## src/rtl/fetch_controller.sv

```systemverilog
// fetch_controller
// ----------------
// Instruction-fetch sequencer for the 16-bit pipeline. Owns the program
// counter, drives the read address of a one-cycle-latency instruction
// memory and fills the IF/ID register with instruction, PC and valid flag.
// Honours stall and branch redirect, and stops fetching after a HALT word.
//
// Ports:
//   clk          in   clock, all state on rising edge
//   rst          in   synchronous active-high reset (overrides everything)
//   stall        in   hold IF/ID and PC this cycle
//   redirect     in   branch/jump taken: flush, restart at redirect_pc
//   redirect_pc  in   redirect target address
//   mem_addr     out  instruction memory read address (combinational)
//   mem_inst     in   memory data for the previous cycle's mem_addr
//   if_inst      out  IF/ID instruction (registered)
//   if_pc        out  PC of if_inst (registered)
//   if_valid     out  if_inst is a real instruction
//   halted       out  high while in HALTED state
//   fetch_count  out  valid instructions delivered, wraps at 2^16
//   state_dbg    out  current FSM state (0 = FETCH, 1 = HALTED)
//
// Handshake: there is no ready/valid back-pressure; stall is the only flow
// control. if_valid qualifies if_inst/if_pc in every cycle it is high, and
// while stall is high the consumer sees the same if_* values repeated.
module fetch_controller #(
    parameter int unsigned          ADDR_W    = 10,
    parameter int unsigned          INST_W    = 16,
    parameter logic [ADDR_W-1:0]    RESET_PC  = '0,
    parameter logic [INST_W-1:0]    HALT_INST = 16'hFFFF
) (
    input  logic              clk,
    input  logic              rst,
    input  logic              stall,
    input  logic              redirect,
    input  logic [ADDR_W-1:0] redirect_pc,
    output logic [ADDR_W-1:0] mem_addr,
    input  logic [INST_W-1:0] mem_inst,
    output logic [INST_W-1:0] if_inst,
    output logic [ADDR_W-1:0] if_pc,
    output logic              if_valid,
    output logic              halted,
    output logic [15:0]       fetch_count,
    output logic              state_dbg
);

    typedef enum logic {
        S_FETCH  = 1'b0,
        S_HALTED = 1'b1
    } state_e;

    state_e            state_q, state_d;
    logic [ADDR_W-1:0] pc_q, pc_d;
    logic [ADDR_W-1:0] fpc_q, fpc_d;   // address of word arriving on mem_inst
    logic              fv_q, fv_d;     // that word is worth delivering
    logic [INST_W-1:0] if_inst_q, if_inst_d;
    logic [ADDR_W-1:0] if_pc_q, if_pc_d;
    logic              if_valid_q, if_valid_d;
    logic [15:0]       count_q, count_d;

    always_ff @(posedge clk) begin
        if (rst) begin
            state_q    <= S_FETCH;
            pc_q       <= RESET_PC;
            fpc_q      <= '0;
            fv_q       <= 1'b0;
            if_inst_q  <= '0;
            if_pc_q    <= '0;
            if_valid_q <= 1'b0;
            count_q    <= '0;
        end else begin
            state_q    <= state_d;
            pc_q       <= pc_d;
            fpc_q      <= fpc_d;
            fv_q       <= fv_d;
            if_inst_q  <= if_inst_d;
            if_pc_q    <= if_pc_d;
            if_valid_q <= if_valid_d;
            count_q    <= count_d;
        end
    end

    always_comb begin
        state_d    = state_q;
        pc_d       = pc_q;
        fpc_d      = fpc_q;
        fv_d       = fv_q;
        if_inst_d  = if_inst_q;
        if_pc_d    = if_pc_q;
        if_valid_d = if_valid_q;
        count_d    = count_q;
        mem_addr   = pc_q;

        if (redirect) begin
            // Target is issued this cycle, so it becomes the in-flight word.
            mem_addr   = redirect_pc;
            if_valid_d = 1'b0;
            fpc_d      = redirect_pc;
            fv_d       = 1'b1;
            pc_d       = redirect_pc + ADDR_W'(1);
            state_d    = S_FETCH;
        end else if (state_q == S_HALTED) begin
            // Stall is irrelevant here; nothing is fetched.
            if_valid_d = 1'b0;
        end else if (stall) begin
            // Re-read the in-flight word so it is still on mem_inst next cycle.
            mem_addr = fpc_q;
        end else begin
            if_inst_d  = mem_inst;
            if_pc_d    = fpc_q;
            if_valid_d = fv_q;
            fpc_d      = pc_q;
            fv_d       = 1'b1;
            pc_d       = pc_q + ADDR_W'(1);
            if (fv_q) begin
                count_d = count_q + 16'd1;
                if (mem_inst == HALT_INST) begin
                    // Deliver the HALT itself, squash the word issued behind it.
                    fv_d    = 1'b0;
                    pc_d    = pc_q;
                    state_d = S_HALTED;
                end
            end
        end
    end

    assign if_inst     = if_inst_q;
    assign if_pc       = if_pc_q;
    assign if_valid    = if_valid_q;
    assign halted      = (state_q == S_HALTED);
    assign fetch_count = count_q;
    assign state_dbg   = state_q;

endmodule

```

## config.mk

```make
export PLATFORM = sky130hd
export DESIGN_NAME = fetch_controller
export DESIGN_NICKNAME = d
export VERILOG_FILES = /design/src/rtl/fetch_controller.sv
export SDC_FILE = /design/constraint.sdc
export NUM_CORES = 1
export LEC_CHECK = 0
export BUFFER_PORTS_ARGS = -buffer_cell sky130_fd_sc_hd__buf_4
export CORE_ASPECT_RATIO = 0.75
export CORE_UTILIZATION = 53
export DETAILED_ROUTE_END_ITERATION = 6
export GPL_ROUTABILITY_DRIVEN = 0
export PLACE_DENSITY = 0.86
export SYNTH_ARGS = -nofsm -noshare
export SYNTH_HDL_FRONTEND = slang
export SYNTH_SLANG_ARGS = --single-unit
```

## constraint.sdc

```tcl
create_clock -name clk -period 3.5 [get_ports clk]
set_clock_uncertainty 0.15 [all_clocks]
set_input_delay 0.525 -clock clk [delete_from_list [all_inputs] [get_ports clk]]
set_output_delay 0.525 -clock clk [all_outputs]
set_load 0.1 [all_outputs]
```

# Word level (Yosys, flattened, before mapping)

Index checks and enable logic that the tools add are counted.

$add $sub $neg: 3
Equality and inequality tests: 4
Multiplexer cells: 19
Bitwise gates (word level): 3
Reductions and logical operators: 6

Operator list:

| operator                                                        | number |
|---|---|
| 10-bit 2-to-1 mux                                               | 10 |
| 10-bit by 1-bit adder with 10-bit output, second input constant | 2 |
| 16-bit by 1-bit adder with 16-bit output, second input constant | 1 |
| 16-bit equality test, second input constant                     | 1 |
| 1-bit 2-to-1 mux                                                | 9 |
| 3-bit AND reduction                                             | 2 |
| 4-bit AND reduction                                             | 1 |
| 3-bit != test, second input constant                            | 1 |
| 1-bit NOT                                                       | 3 |
| 3-bit OR reduction                                              | 1 |
| 2-bit by 1-bit != test with 1-bit output, second input constant | 1 |
| 2-bit != test, second input constant                            | 1 |
| 2-bit AND reduction                                             | 1 |
| 2-bit OR reduction                                              | 1 |

Register bits: 65
Bits of input ports: 30
Logic and storage cells: 43

# Logic depth before layout (Yosys ltp)

Depth after elaboration: 6
Gate-level depth with buffers: 10

# Worst setup path after synthesis

No wires, ideal clock.

Path kind: register to output
From: register state_q, in the netlist halted
To: output port mem_addr[7]
Data arrival time: 3.409 ns
Required time: 2.825 ns
Setup slack: -0.584 ns
Cell stages (with the launch flop): 6
Cell sequence: dfxtp_1 > clkbuf_1 > nand2b_1 > buf_1 > nand2_1 > a31oi_1

Cells in the longest elaborated chain, start to end: 2

RTL lines:

| item                   | RTL line | source |
|---|---|---|
| from (decl)            | 52       | `state_e state_q, state_d;` |
| from (signal assigned) | 72       | `state_q <= state_d;` |
| 10-bit 2-to-1 mux      | 102      | `end else if (state_q == S_HALTED) begin` |
| 10-bit 2-to-1 mux      | 94       | `if (redirect) begin` |
| to (decl)              | 37       | `output logic [ADDR_W-1:0] mem_addr,` |

No other way between the ends.

# Worst setup path after layout

From: register state_q, in the netlist halted
To: output port mem_addr[1]

Same word-level chain as after synthesis.

==> impl_metrics.csv <==
group,metric,value,unit
critical_path,cp_max_fo,10,
synthesis,synth.distinct_cells,50,
timing,post-route-period-util,0.7825,
cts,cts_buffers,9,
critical_path,path_class,"reg2out",
critical_path,worst_ep_arrival_time,2.06,ns
timing,setup_tns,0,ns
synthesis,yosys_most_used_dff,"dfxtp_1",
cts,cts.clk_slew.worst_paths,0.07,ns
critical_path,worstRegToRegCells,7,
timing,hold_violations,0,
critical_path,worst_r2r_startpoint,"pc_q[0]",
cts,cts_tree,"built",
global_route,grt_first_pass_wirelength,13.91,mm
floorplanning,io_pins,85,
routing,routedWlPerCell,15.47,um
cts,cts.path.max_buffers,2,
global_route,grtUsageTotal,0.2691,
critical_path,cpMaxStageDelayCell,"nor2_1",
cts,cts_resized,0,
power_and_ir_drop,p_leak,1.730,nW
cts,cts_sinks,65,
critical_path,start_kind,"flop",
synthesis,syn_avg_cell_area,8.141,um^2
synthesis,ys_warn_count,0,
cts,cts_root_buf,"clkbuf_8",
routing,vias,3159,
routing,drt_iter0_markers,290,
power_and_ir_drop,peakVddDrop,0.0003078,V
hold_path,hold_start,"mem_inst[3]",
synthesis,netlist_area,3232,um^2
timing,rsz0062_at_grt,"false",
critical_path,r2r_end,"pc_q[8]",
timing,setup_violations,0,
floorplanning,initial_core_util,0.5519,
power_and_ir_drop,powerDensity,468.1,nW/um^2
timing,fin_hold_ws,0.2805,ns
synthesis,ys_seq_area_frac,0.4026,
final_layout,layout-drive-gt1-share,0.2733,
critical_path,required,2.82,ns
hold_path,hold_class,"in2reg",
synthesis,ys_ff_latch,65,
placement,dp_hpwl,5.553,mm
cts,insertion_delay,0.34,ns
timing,drv_slew,0,
cts,htree_levels,3,
final_layout,diodes,0,
critical_path,slowest_delay,0.65,ns
timing,max_freq,0.3651,GHz
final_layout,final_nets,499,
synthesis,synth_edf_count,0,
timing,slew_headroom,0.4642,
floorplanning,dieArea,6417,um^2
critical_path,worstSetupEndpointType,"output port",
power_and_ir_drop,p_total,0.001937,W
synthesis,syn_inst,397,
routing,wirelength,8.508,mm
floorplanning,die_y,69.63,um
global_route,grt_max_degree,67,
final_layout,syn_to_final_growth,28.07,%
hold_path,holdPathStages,3,
global_route,grt_pass1_vias,2987,
timing,period_minus_slack,2.739,ns
cts,hold_buffers,0,
synthesis,syn_nets,429,
synthesis,synth_async_sr_flop_share,0,
floorplanning,core,5856,um^2
critical_path,crit_path_cell_trace,"nor2_1, nand2_1, a31oi_2, buf_4",
routing,postRouteAntennaNets,0,
global_route,grt_antenna_before_repair,0,
routing,via_per_inst,5.744,
routing,first_pass_iters,7,
floorplanning,die_w,92.17,um
placement,port_buffers,84,
routing,drc_errors,0,
run_status,outcome,"complete, no violations",
cts,post_cts_buffers,0,
hold_path,hold-path-endpoint,"if_inst[3]",
timing,worst_pin_slew,0.8007,ns
synthesis,synth_area_leaders,"dfxtp_1 40%, nand2_1 12%, a21oi_1 5.4%",
global_route,grt-ovfl-total,0,
critical_path,reg2reg_slack,1.26,ns
synthesis,yosysTopAreaCell,"dfxtp_1",
synthesis,synth.top_cell.area_share,0.4026,
job,cap_violations,0,
floorplanning,std_cell_rows,24,
## per-stage QoR
stage | std cells | cell area, um^2 | util | setup WS, ns
2_1_floorplan | 397 | 3294 | - | 0.07048
3_3_place_gp | 534 | 3909 | 0.6675 | 0.8965
3_5_place_dp | 534 | 3909 | 0.6675 | 0.8437
4_1_cts | 550 | 4139 | 0.7068 | 0.7676
5_1_grt | 550 | 4139 | 0.7068 | 0.6513
6_report | 550 | 4139 | 0.7068 | 0.7611
## how the worst max path moves through the flow
stage	startpoint	end	slack, ns
2_1_floorplan	halted	mem_addr[7]	0.07
3_3_place_gp	stall	mem_addr[7]	0.90
3_5_place_dp	stall	mem_addr[1]	0.84
4_1_cts	halted	mem_addr[1]	0.77
5_1_grt	halted	mem_addr[5]	0.65
6_report	halted	mem_addr[1]	0.76
## Yosys cell counts (2+ instances only)
cell and instances:
a211o_1 2, a211oi_1 4, a21o_1 4, a21oi_1 35, a22oi_1 3, a311oi_1 11, a31oi_1 11, a41o_1 2
and2_1 2, and3_1 5, and4_1 4, buf_1 4, buf_2 6, buf_4 2, buf_6 3, clkbuf_1 14
dfxtp_1 65, ha_1 2, inv_1 5, mux2_2 2, mux2i_1 4, nand2_1 103, nand3_1 6, nand3b_1 2
nand4_1 10, nand4_2 3, nand4b_4 3, nor2_1 32, nor3_1 2, o21ai_0 4, xnor2_1 9, xor2_1 15
## critical path: cells and delay by family (launching register included)
family | cells | cell delay, ns
buffers and inverters | 1 | 0.31
AND/OR/NAND/NOR | 2 | 0.81
AO/OA/AOI/OAI | 1 | 0.20
flip-flops | 1 | 0.40
## layer usage
layer / global-route usage / part of all wire / vias to the layer above
li1: - / - / 1525
met1: 0.3475 / 0.45 / 1481
met2: 0.4345 / 0.46 / 144
met3: 0.08333 / 0.085 / 9
met4: 0.07465 / 0.0088 / 0
met5: 0 / 0 / -
## sequential cells by signal, summed over array words and instances (netlist names)
| name | cells |
|---|---|
| fv_q | 1 |
| fetch_count | 16 |
| fpc_q | 10 |
| if_inst | 16 |
| pc_q | 10 |
| if_pc | 10 |
| if_valid | 1 |
| halted | 1 |
## power by group
part           total, W  internal (W)  leakage [nW]  switching, W
combinational  0.000402      0.000107          1.09      0.000295
clock          0.000729      0.000440         0.109      0.000289
sequential     0.000806      0.000771         0.532     0.0000350
## final cells by class
class                   count  area (um^2)
clock buffers              12        155.1
clock inverters             4        75.07
fillers                   451         1717
inverters                   5        18.77
multi-input cells         297         1823
flip-flops and latches     65         1301
well taps                  78        97.59
repair buffers             89        668.1
## layout by cell type, fill, tap and decap left out, types with 2 or more instances in the layout
cell type / Yosys / layout
and4_1: 4 / 4
a311oi_1: 11 / 11
and3_1: 5 / 5
inv_1: 5 / 5
a21oi_1: 35 / 35
nand4b_4: 3 / 3
nor3_1: 2 / 2
nand3_1: 6 / 6
a22oi_1: 3 / 3
dfxtp_1: 65 / 65
xor2_1: 15 / 15
nor2_1: 32 / 32
o21ai_0: 4 / 4
nand2_1: 103 / 103
mux2_2: 2 / 2
clkbuf_8: 0 / 11
a31oi_2: 0 / 10
xnor2_1: 9 / 9
a41o_1: 2 / 2
mux2i_1: 4 / 4
a211oi_1: 4 / 4
a211o_1: 2 / 2
a21o_1: 4 / 4
bufinv_16: 0 / 2
nand4_1: 10 / 10
buf_4: 2 / 89
nand3b_1: 2 / 2
ha_1: 2 / 2
and2_1: 2 / 2
clkinvlp_4: 0 / 2
nand4_2: 3 / 3
## kinds of logic (layout without fill, tap and decap cells)
family,count (synthesis),count (layout),synth area share
buffers and inverters,35,110,0.05265
adders and majority gates,2,2,0.007742
muxes,6,6,0.01936
xor gates and xnor gates,24,24,0.06504
DFF,65,65,0.4026
AOI/OAI and AO/OA,85,85,0.1750
and+or+nand+nor,180,180,0.2776
Power figures use the tool's default switching activity.
